## config.mk

```make
export PLATFORM = sky130hd
export DESIGN_NAME = adder_responder
export DESIGN_NICKNAME = d
export VERILOG_FILES = /design/src/rtl/adder_pkg.sv /design/src/rtl/adder_rsp_fifo.sv /design/src/rtl/adder_responder.sv
export SDC_FILE = /design/constraint.sdc
export NUM_CORES = 1
export LEC_CHECK = 0
export BUFFER_PORTS_ARGS = -buffer_cell sky130_fd_sc_hd__buf_2
export CORE_MARGIN = 2
export CORE_UTILIZATION = 45
export CTS_BUF_LIST = sky130_fd_sc_hd__clkbuf_8
export DETAILED_ROUTE_END_ITERATION = 8
export PLACE_DENSITY = 0.74
export SLEW_MARGIN = 20
export SYNTH_ARGS = -nofsm -noshare
export SYNTH_HDL_FRONTEND = slang
export SYNTH_SLANG_ARGS = --single-unit
```

## constraint.sdc

```tcl
create_clock -name clk -period 1.4 [get_ports clk]
set_input_delay 0.07 -clock clk [delete_from_list [all_inputs] [get_ports clk]]
set_output_delay 0.07 -clock clk [all_outputs]
set_load 0.01 [all_outputs]
```

## src/rtl/adder_pkg.sv

```systemverilog
`default_nettype none
// ============================================================================
// Module   : adder_pkg
// Brief    : Shared response type and reference adder for adder_responder.
// Revision : 1.0 - initial release
// ============================================================================
package adder_pkg;

    localparam int WIDTH_DEFAULT = 2;

    typedef struct packed {
        logic                     cout;
        logic [WIDTH_DEFAULT-1:0] sum;
    } adder_rsp_t;

    function automatic adder_rsp_t add_ref(
        input logic [WIDTH_DEFAULT-1:0] a,
        input logic [WIDTH_DEFAULT-1:0] b,
        input logic                     cin
    );
        logic [WIDTH_DEFAULT:0] w_total;
        adder_rsp_t             w_rsp;
        w_total    = {1'b0, a} + {1'b0, b} + {{WIDTH_DEFAULT{1'b0}}, cin};
        w_rsp.cout = w_total[WIDTH_DEFAULT];
        w_rsp.sum  = w_total[WIDTH_DEFAULT-1:0];
        return w_rsp;
    endfunction

endpackage
`default_nettype wire

```

## src/rtl/adder_rsp_fifo.sv

```systemverilog
`default_nettype none
// ============================================================================
// Module   : adder_rsp_fifo
// Brief    : Small in-order FIFO with modulo-DEPTH pointers (DEPTH need not be
//            a power of two) and an explicit occupancy counter.
// Revision : 1.0 - initial release
// ============================================================================
module adder_rsp_fifo #(
    parameter int  DEPTH = 2,
    parameter type T     = logic [2:0]
) (
    input  logic clk,
    input  logic rst_n,
    input  logic i_push,
    input  T     i_push_data,
    input  logic i_pop,
    output T     o_head,
    output logic o_full,
    output logic o_empty
);

    localparam int c_PTR_W = (DEPTH > 1) ? $clog2(DEPTH) : 1;
    localparam int c_OCC_W = $clog2(DEPTH + 1);

    T                     r_mem [DEPTH];
    logic [c_PTR_W-1:0]   r_wr_ptr;
    logic [c_PTR_W-1:0]   r_rd_ptr;
    logic [c_OCC_W-1:0]   r_count;
    logic                 w_do_push;
    logic                 w_do_pop;

    function automatic logic [c_PTR_W-1:0] ptr_next(input logic [c_PTR_W-1:0] p);
        return (p == c_PTR_W'(DEPTH - 1)) ? '0 : p + c_PTR_W'(1);
    endfunction

    assign o_full    = (r_count == c_OCC_W'(DEPTH));
    assign o_empty   = (r_count == '0);
    assign w_do_push = i_push && !o_full;
    assign w_do_pop  = i_pop && !o_empty;
    assign o_head    = r_mem[r_rd_ptr];

    always_ff @(posedge clk or negedge rst_n) begin
        if (!rst_n) begin
            r_wr_ptr <= '0;
            r_rd_ptr <= '0;
            r_count  <= '0;
        end else begin
            if (w_do_push) begin
                r_wr_ptr <= ptr_next(r_wr_ptr);
            end
            if (w_do_pop) begin
                r_rd_ptr <= ptr_next(r_rd_ptr);
            end
            if (w_do_push && !w_do_pop) begin
                r_count <= r_count + c_OCC_W'(1);
            end else if (w_do_pop && !w_do_push) begin
                r_count <= r_count - c_OCC_W'(1);
            end
        end
    end

    // Storage is not reset: stale entries are never visible outside the
    // occupancy window and the top masks the head when empty.
    always_ff @(posedge clk) begin
        if (w_do_push) begin
            r_mem[r_wr_ptr] <= i_push_data;
        end
    end

endmodule
`default_nettype wire

```

## src/rtl/adder_responder.sv

```systemverilog
`default_nettype none
// ============================================================================
// Module   : adder_responder
// Brief    : Registered adder responder with valid/ready on both sides, an
//            in-order response FIFO and popped-transaction counters.
// Revision : 1.0 - initial release
// ============================================================================
module adder_responder
    import adder_pkg::*;
#(
    parameter int WIDTH = WIDTH_DEFAULT,
    parameter int DEPTH = 2,
    parameter int CNT_W = 8
) (
    input  logic             clk,
    input  logic             rst_n,
    input  logic             req_valid,
    output logic             req_ready,
    input  logic [WIDTH-1:0] a,
    input  logic [WIDTH-1:0] b,
    input  logic             cin,
    output logic             rsp_valid,
    input  logic             rsp_ready,
    output logic [WIDTH-1:0] sum,
    output logic             cout,
    output logic [CNT_W-1:0] txn_count,
    output logic [CNT_W-1:0] cout_count
);

    typedef struct packed {
        logic             cout;
        logic [WIDTH-1:0] sum;
    } rsp_t;

    rsp_t             w_result;
    rsp_t             w_head;
    logic             w_full;
    logic             w_empty;
    logic             w_push;
    logic             w_pop;
    logic             r_ready_en;
    logic [CNT_W-1:0] r_txn_count;
    logic [CNT_W-1:0] r_cout_count;

    generate
        if (WIDTH == WIDTH_DEFAULT) begin : g_ref_add
            adder_rsp_t w_ref;
            assign w_ref    = add_ref(a, b, cin);
            assign w_result = {w_ref.cout, w_ref.sum};
        end else begin : g_generic_add
            assign w_result = {1'b0, a} + {1'b0, b} + {{WIDTH{1'b0}}, cin};
        end
    endgenerate

    // req_ready depends only on registered state, so a full FIFO refuses a
    // push even if the head is popped in the same cycle.
    assign req_ready = r_ready_en && !w_full;
    assign rsp_valid = !w_empty;
    assign w_push    = req_valid && req_ready;
    assign w_pop     = rsp_valid && rsp_ready;
    assign sum       = rsp_valid ? w_head.sum : '0;
    assign cout      = rsp_valid ? w_head.cout : 1'b0;
    assign txn_count  = r_txn_count;
    assign cout_count = r_cout_count;

    adder_rsp_fifo #(
        .DEPTH (DEPTH),
        .T     (rsp_t)
    ) u_fifo (
        .clk         (clk),
        .rst_n       (rst_n),
        .i_push      (w_push),
        .i_push_data (w_result),
        .i_pop       (w_pop),
        .o_head      (w_head),
        .o_full      (w_full),
        .o_empty     (w_empty)
    );

    always_ff @(posedge clk or negedge rst_n) begin
        if (!rst_n) begin
            r_ready_en   <= 1'b0;
            r_txn_count  <= '0;
            r_cout_count <= '0;
        end else begin
            r_ready_en <= 1'b1;
            if (w_pop) begin
                r_txn_count  <= r_txn_count + CNT_W'(1);
                r_cout_count <= r_cout_count + CNT_W'(w_head.cout);
            end
        end
    end

endmodule
`default_nettype wire

```

* Word level (Yosys, flattened, before mapping)
Memories as Yosys holds them, arrays and structs flattened. Index checks and enable logic that the tools add are counted.
Storage, ports and cells: output and inout bits 21, bits in latches 0, bits in writable memories 6, word-level logic and storage cells 37, memories kept 1, memory bits (read-only) 0, flip-flop bits (word level) 21, input bits 9
Cells by class: equal/unequal tests 1, magnitude comparators 0, bitwise operators 0, reduce and logical (&&, ||, !) cells 13, add/subtract/negate cells 8, multiply operators 0, divide/modulo/power cells 0, shift operators 0, muxes and demuxes 8
Memory list:
- u_fifo.r_mem | depth 2, bits a word 3, read ports 1, clocked after memory_dff 0, wr ports 1, RTL line adder_rsp_fifo.sv:25 | T r_mem [DEPTH];
Operator list (count):
- 8-bit by 1-bit adder with 8-bit output | 1
- 8-bit by 1-bit adder with 8-bit output, second input constant | 1
- 1-bit logical AND | 7
- 2-bit two-way mux | 3
- 1-bit two-way mux | 5
- 1-bit zero test | 4
- 2-bit by 2-bit adder with 3-bit output | 1
- 3-bit by 1-bit adder with 3-bit output | 1
- 1-bit adder, second input constant | 2
- 2-bit by 1-bit adder with 2-bit output, second input constant | 1
- 2-bit == test, second input constant | 1
- 2-bit zero test | 1
- 2-bit nonzero test | 1
- 2-bit by 1-bit subtractor with 2-bit output, second input constant | 1

* Logic depth before layout (Yosys ltp)
word-level depth 9, mapped depth 8, gate-level depth less buffers 7

* Cells and area by module
A second synthesis with hierarchy kept.
Unflattened totals: cell total of the unflattened synthesis 100, area, all modules 1251.2 um^2
By module, submodules not included:
- adder_responder | cells each 72, area each 840.8 um^2, seq. area each 425.4 um^2, times used 1
- adder_rsp_fifo | cells each 28, area each 410.4 um^2, seq. area each 280.3 um^2, times used 1

* Least setup slack after synthesis
No wires, ideal clock.
kind register to register, start register u_fifo.r_count[0], end register u_fifo.r_count[1], stages on the path, launching flop included 9, clock period less this slack 1.441 ns, setup time 0.122 ns, required time 1.278 ns, path slack -0.041 ns, data arrival time 1.318 ns, buffers on the path 2, cell sequence dfrtp_1 buf_6 o21a_1 buf_6 inv_6 ha_1 xor2_1 nor2_1 xnor2_1
On the way: longest elaborated chain between the ends 8, elaborated cells between the ends (all ways) 18, those cells by class 2 x add/sub; 1 x eq/ne; 2 x mux; 13 x reduce/logical
Ends and longest elaborated chain:
- from (decl) | RTL line adder_rsp_fifo.sv:28 | logic [c_OCC_W-1:0] r_count;
- from (signal assigned) | RTL line adder_rsp_fifo.sv:55 | r_count <= r_count + c_OCC_W'(1);
- from (signal assigned) | RTL line adder_rsp_fifo.sv:57 | r_count <= r_count - c_OCC_W'(1);
- 2-bit == test | RTL line adder_rsp_fifo.sv:36 | assign o_full = (r_count == c_OCC_W'(DEPTH));
- 1-bit zero test | RTL line adder_rsp_fifo.sv:38, adder_responder.sv:57
- 1-bit logical AND | RTL line adder_responder.sv:57 | assign req_ready = r_ready_en && !w_full;
- 1-bit logical AND | RTL line adder_responder.sv:59 | assign w_push = req_valid && req_ready;
- 1-bit logical AND | RTL line adder_rsp_fifo.sv:38 | assign w_do_push = i_push && !o_full;
- 1-bit zero test | RTL line adder_rsp_fifo.sv:56 | end else if (w_do_pop && !w_do_push) begin
- 1-bit logical AND | RTL line adder_rsp_fifo.sv:56
- 2-bit nonzero test (no line)
Parallel ways exist; a longest one is shown, timed or not. The select of a mux whose other input is x is not followed. A chain may end at the register's enable or synchronous reset.

* Final worst setup path
start register u_fifo.r_count[1], end register u_fifo.r_count[1]
On the way: longest elaborated chain between the ends 8, elaborated cells between the ends (all ways) 18, those cells by class 2 x add/sub; 1 x eq/ne; 2 x mux; 13 x reduce/logical
Ends and longest elaborated chain:
- 2-bit == test * | RTL line adder_rsp_fifo.sv:36
- 1-bit zero test * | RTL line adder_rsp_fifo.sv:38, adder_responder.sv:57
- 1-bit logical AND | RTL line adder_responder.sv:57
- 1-bit logical AND | RTL line adder_responder.sv:59
- 1-bit logical AND * | RTL line adder_rsp_fifo.sv:38
- via u_fifo.w_do_push | RTL line adder_rsp_fifo.sv:29 | logic w_do_push;
- 1-bit zero test | RTL line adder_rsp_fifo.sv:56
- 1-bit logical AND | RTL line adder_rsp_fifo.sv:56
- 2-bit nonzero test (no line)
Mark *: on every way through the listed nets, which the timed path passes. The rest lies on a longest branch. The select of a mux whose other input is x is not followed.

==> impl_results.md <==
* Status: finished with violations
* Failing checks: negative setup slack
* Starting Density at a little under half
* Max IR drop VDD at about 1.3 mV
* Max-cap violations at 0
* Crit path buf inv count at 2
* Post-layout minimum cycle time at 1.411 ns
* Total CTS buffers at 3
* Setup WS pre-CTS at -0.02849 ns
* Most common cell in the netlist: dfrtp_1
* Synthesized instance count at 106
* Final ANT Viol Nets at 0
* Antenna violations before repair at 0
* Post-Place Cells at 170
* GRT Total Usage at between 10% and 20%
* Critical-path cell list: inv_2 > o211ai_1 > inv_1 > ha_2 > xor2_1 > nor2_1 > xnor2_1
* Largest net degree at the start of global routing at 22
* Required time of the critical path at 1.60 ns
* WL/cell at 12.42 um
* Root Buffer: clkbuf_8
* Drt total wl at about 2200 um
* Asr flop ratio synth at approximately 80%
* Leak at around 0.8 nW
* Setup TNS at -0.01077 ns
* Top FF cell, synth: dfrtp_1
* Worst-path fanout max at 3
* Final Hold Fails at 0
* Die width at around 57 um
* Worst Setup Start Kind: register
* Ports at 30
* CTS sink cnt at 27
* Drt first pass iters at 4
* P&R area growth vs syn at 26.63%
* Final nets at roughly 160
* #FFs+latches synth at 27
* EDFF count, synth at 6
* Synthesized area at 1264 um^2
* Arrival time worst endpoint at 1.61 ns
* Vias per std cell at between 4 and 5
* PortBufs at 29
* Clock slew seen by the registers of the worst setup and hold paths at 0.09 ns
* Power, Total at 3.035 mW
* Nature of the critical path endpoint: register
* Via count of the first global-routing pass at about 900
* Power per cell area at ~1900 nW/um^2
* Final Skew at between 0.004 and 0.005 ns
* Residual DRC at 0
* Multi-input logic area at 526.8 um^2
* Diodes inserted at 0
* Area leader, netlist: dfrtp_1
* Slowest CP cell: dfrtp_1
* Die Y at around 57 um
* WS Path Type: reg -> reg
* Ratio of cells with drive above 1 in the final layout at 35.37%
* Unique masters post-synth at 23
* Reg area at 705.7 um^2
* Syn_nets at between 100 and 150
* Hpwl dp at about 1700 um
* Final Slew Violations at 0
* Vias at 869
* Core area at approximately 2700 um^2
* Delay-heaviest family, CP: flip-flops
* Final setup violation count at 1
* Post-Layout Inst Area at approximately 1600 um^2
* Synth top area share at 41.58%
* Sequential area share after synthesis at approximately 56%
* Final WS setup at -0.01077 ns
* Grt ovf at 0
* Worst hold slack at 0.2369 ns
* CTS tree: done
* Initial DRC Count at 11
* Clock buffer depth at 2
* Row cnt at 19
* Fmax at 0.7088 GHz
* Layout Cells excl Fill at around 180
* First-pass GRT wire length at between 3000 and 4000 um
* Syn Area/Cell at between 10 and 15 um^2
* FILL cells at roughly 240
* Yosys warns at 0
* Final core utilization at 59.05%
* Max incr delay on CP at around 0.4 ns
* Top cells by area, synth: dfrtp_1, edfxtp_1, xnor2_1
* Unrepaired setup endpoints after global routing: true
* H-tree depth at 1
* Routability Congestion at between 0.7 and 0.8
* Cell Area, Placed at ~1500 um^2
* Worst Hold Class: in -> reg
* Period Utilization, post-route at 100.8%
* Die area at ~3200 um^2
* Synth cell count leaders: dfrtp_1, nand2_1, xnor2_1, inv_1
* Worst-Skew Late Latency at roughly 0.27 ns
==> kinds of logic (layout without fill, tap and decap cells) <==
logic type               Yosys count  count (layout)  synth area share, %
flip-flops                        27              27                55.84
AND/OR/NAND/NOR                   33              33                13.37
multiplexers                       3               3                2.475
other                              1               1               0.2967
XOR/XNOR                          18              18                12.48
buffers and inverters             14              55                5.743
adder cells (fa/ha/maj)            6               6                7.129
AO/OA/AOI/OAI                      4               4                2.673
==> cells in the final DEF (no fill, tap or decap), drive strengths merged <==
master	instances
buf	38
dfrtp	21
xnor2	14
nand2	14
inv	12
nand4	6
edfxtp	6
nor2	6
xor2	4
ha	4
and3	3
clkbuf	3
mux2i	2
o21a	2
fa	2
nor3	2
mux2	1
o211ai	1
and2	1
nand3	1
o2111a	1
clkinv	1
dlygate4sd3	1
conb	1
==> final timing paths <==
check,from,endpoint,slack (ns),depth (start not counted)
worst max register to register,u_fifo.r_count[1],u_fifo.r_count[1],-0.01,7
min in group asynchronous,rst_n,txn_count[4],0.27,2
max in group asynchronous,rst_n,txn_count[5],0.82,2
worst min register to register,txn_count[7],txn_count[7],0.46,1
worst min-delay path,req_valid,u_fifo.r_wr_ptr,0.24,4
worst max-delay path,u_fifo.r_count[1],u_fifo.r_count[1],-0.01,7
==> tightest hold or removal path: stages <==
cell      delay [ns]
buf_2           0.10
o211ai_1        0.10
buf_4           0.14
xnor2_1         0.06
==> power breakdown <==
group	switching [mW]	internal (mW)	total [mW]
clock	0.229	0.199	0.428
sequential	0.258	1.05	1.31
combinational	0.636	0.661	1.30
total	1.12	1.91	3.04
==> registers in the layout, indices dropped and copies added, names as in the netlist <==
signal / cells
cout_count: 8
txn_count: 8
u_fifo.r_mem: 6
u_fifo.r_count: 2
r_ready_en: 1
u_fifo.r_rd_ptr: 1
u_fifo.r_wr_ptr: 1
==> cell type report <==
cell class | instances | area share [%]
multi-input combinational | 65 | 32.92
inverter | 12 | 3.284
clock buffer | 3 | 2.580
timing repair buffer | 39 | 14.39
clock inverter | 1 | 0.3127
tap | 31 | 2.424
sequential | 27 | 44.10
==> what timing repair did <==
action                     in CTS  in global routing
pin swaps                       4                 10
gates resized for setup         5                  5
setup endpoints to repair       5                  9
hold buffers                    1                  0
buffers inserted                2                  2
hold endpoints to repair       21                  0
==> metal layers <==
layer	vias to the layer above	global-route usage, %	wire length, um
met5	-	0	0
met4	0	5.980	34
met3	5	2.948	95
met2	23	27.75	1174
met1	416	17.92	907
li1	425	-	-
Note: power is estimated with default switching activity, not from simulation.
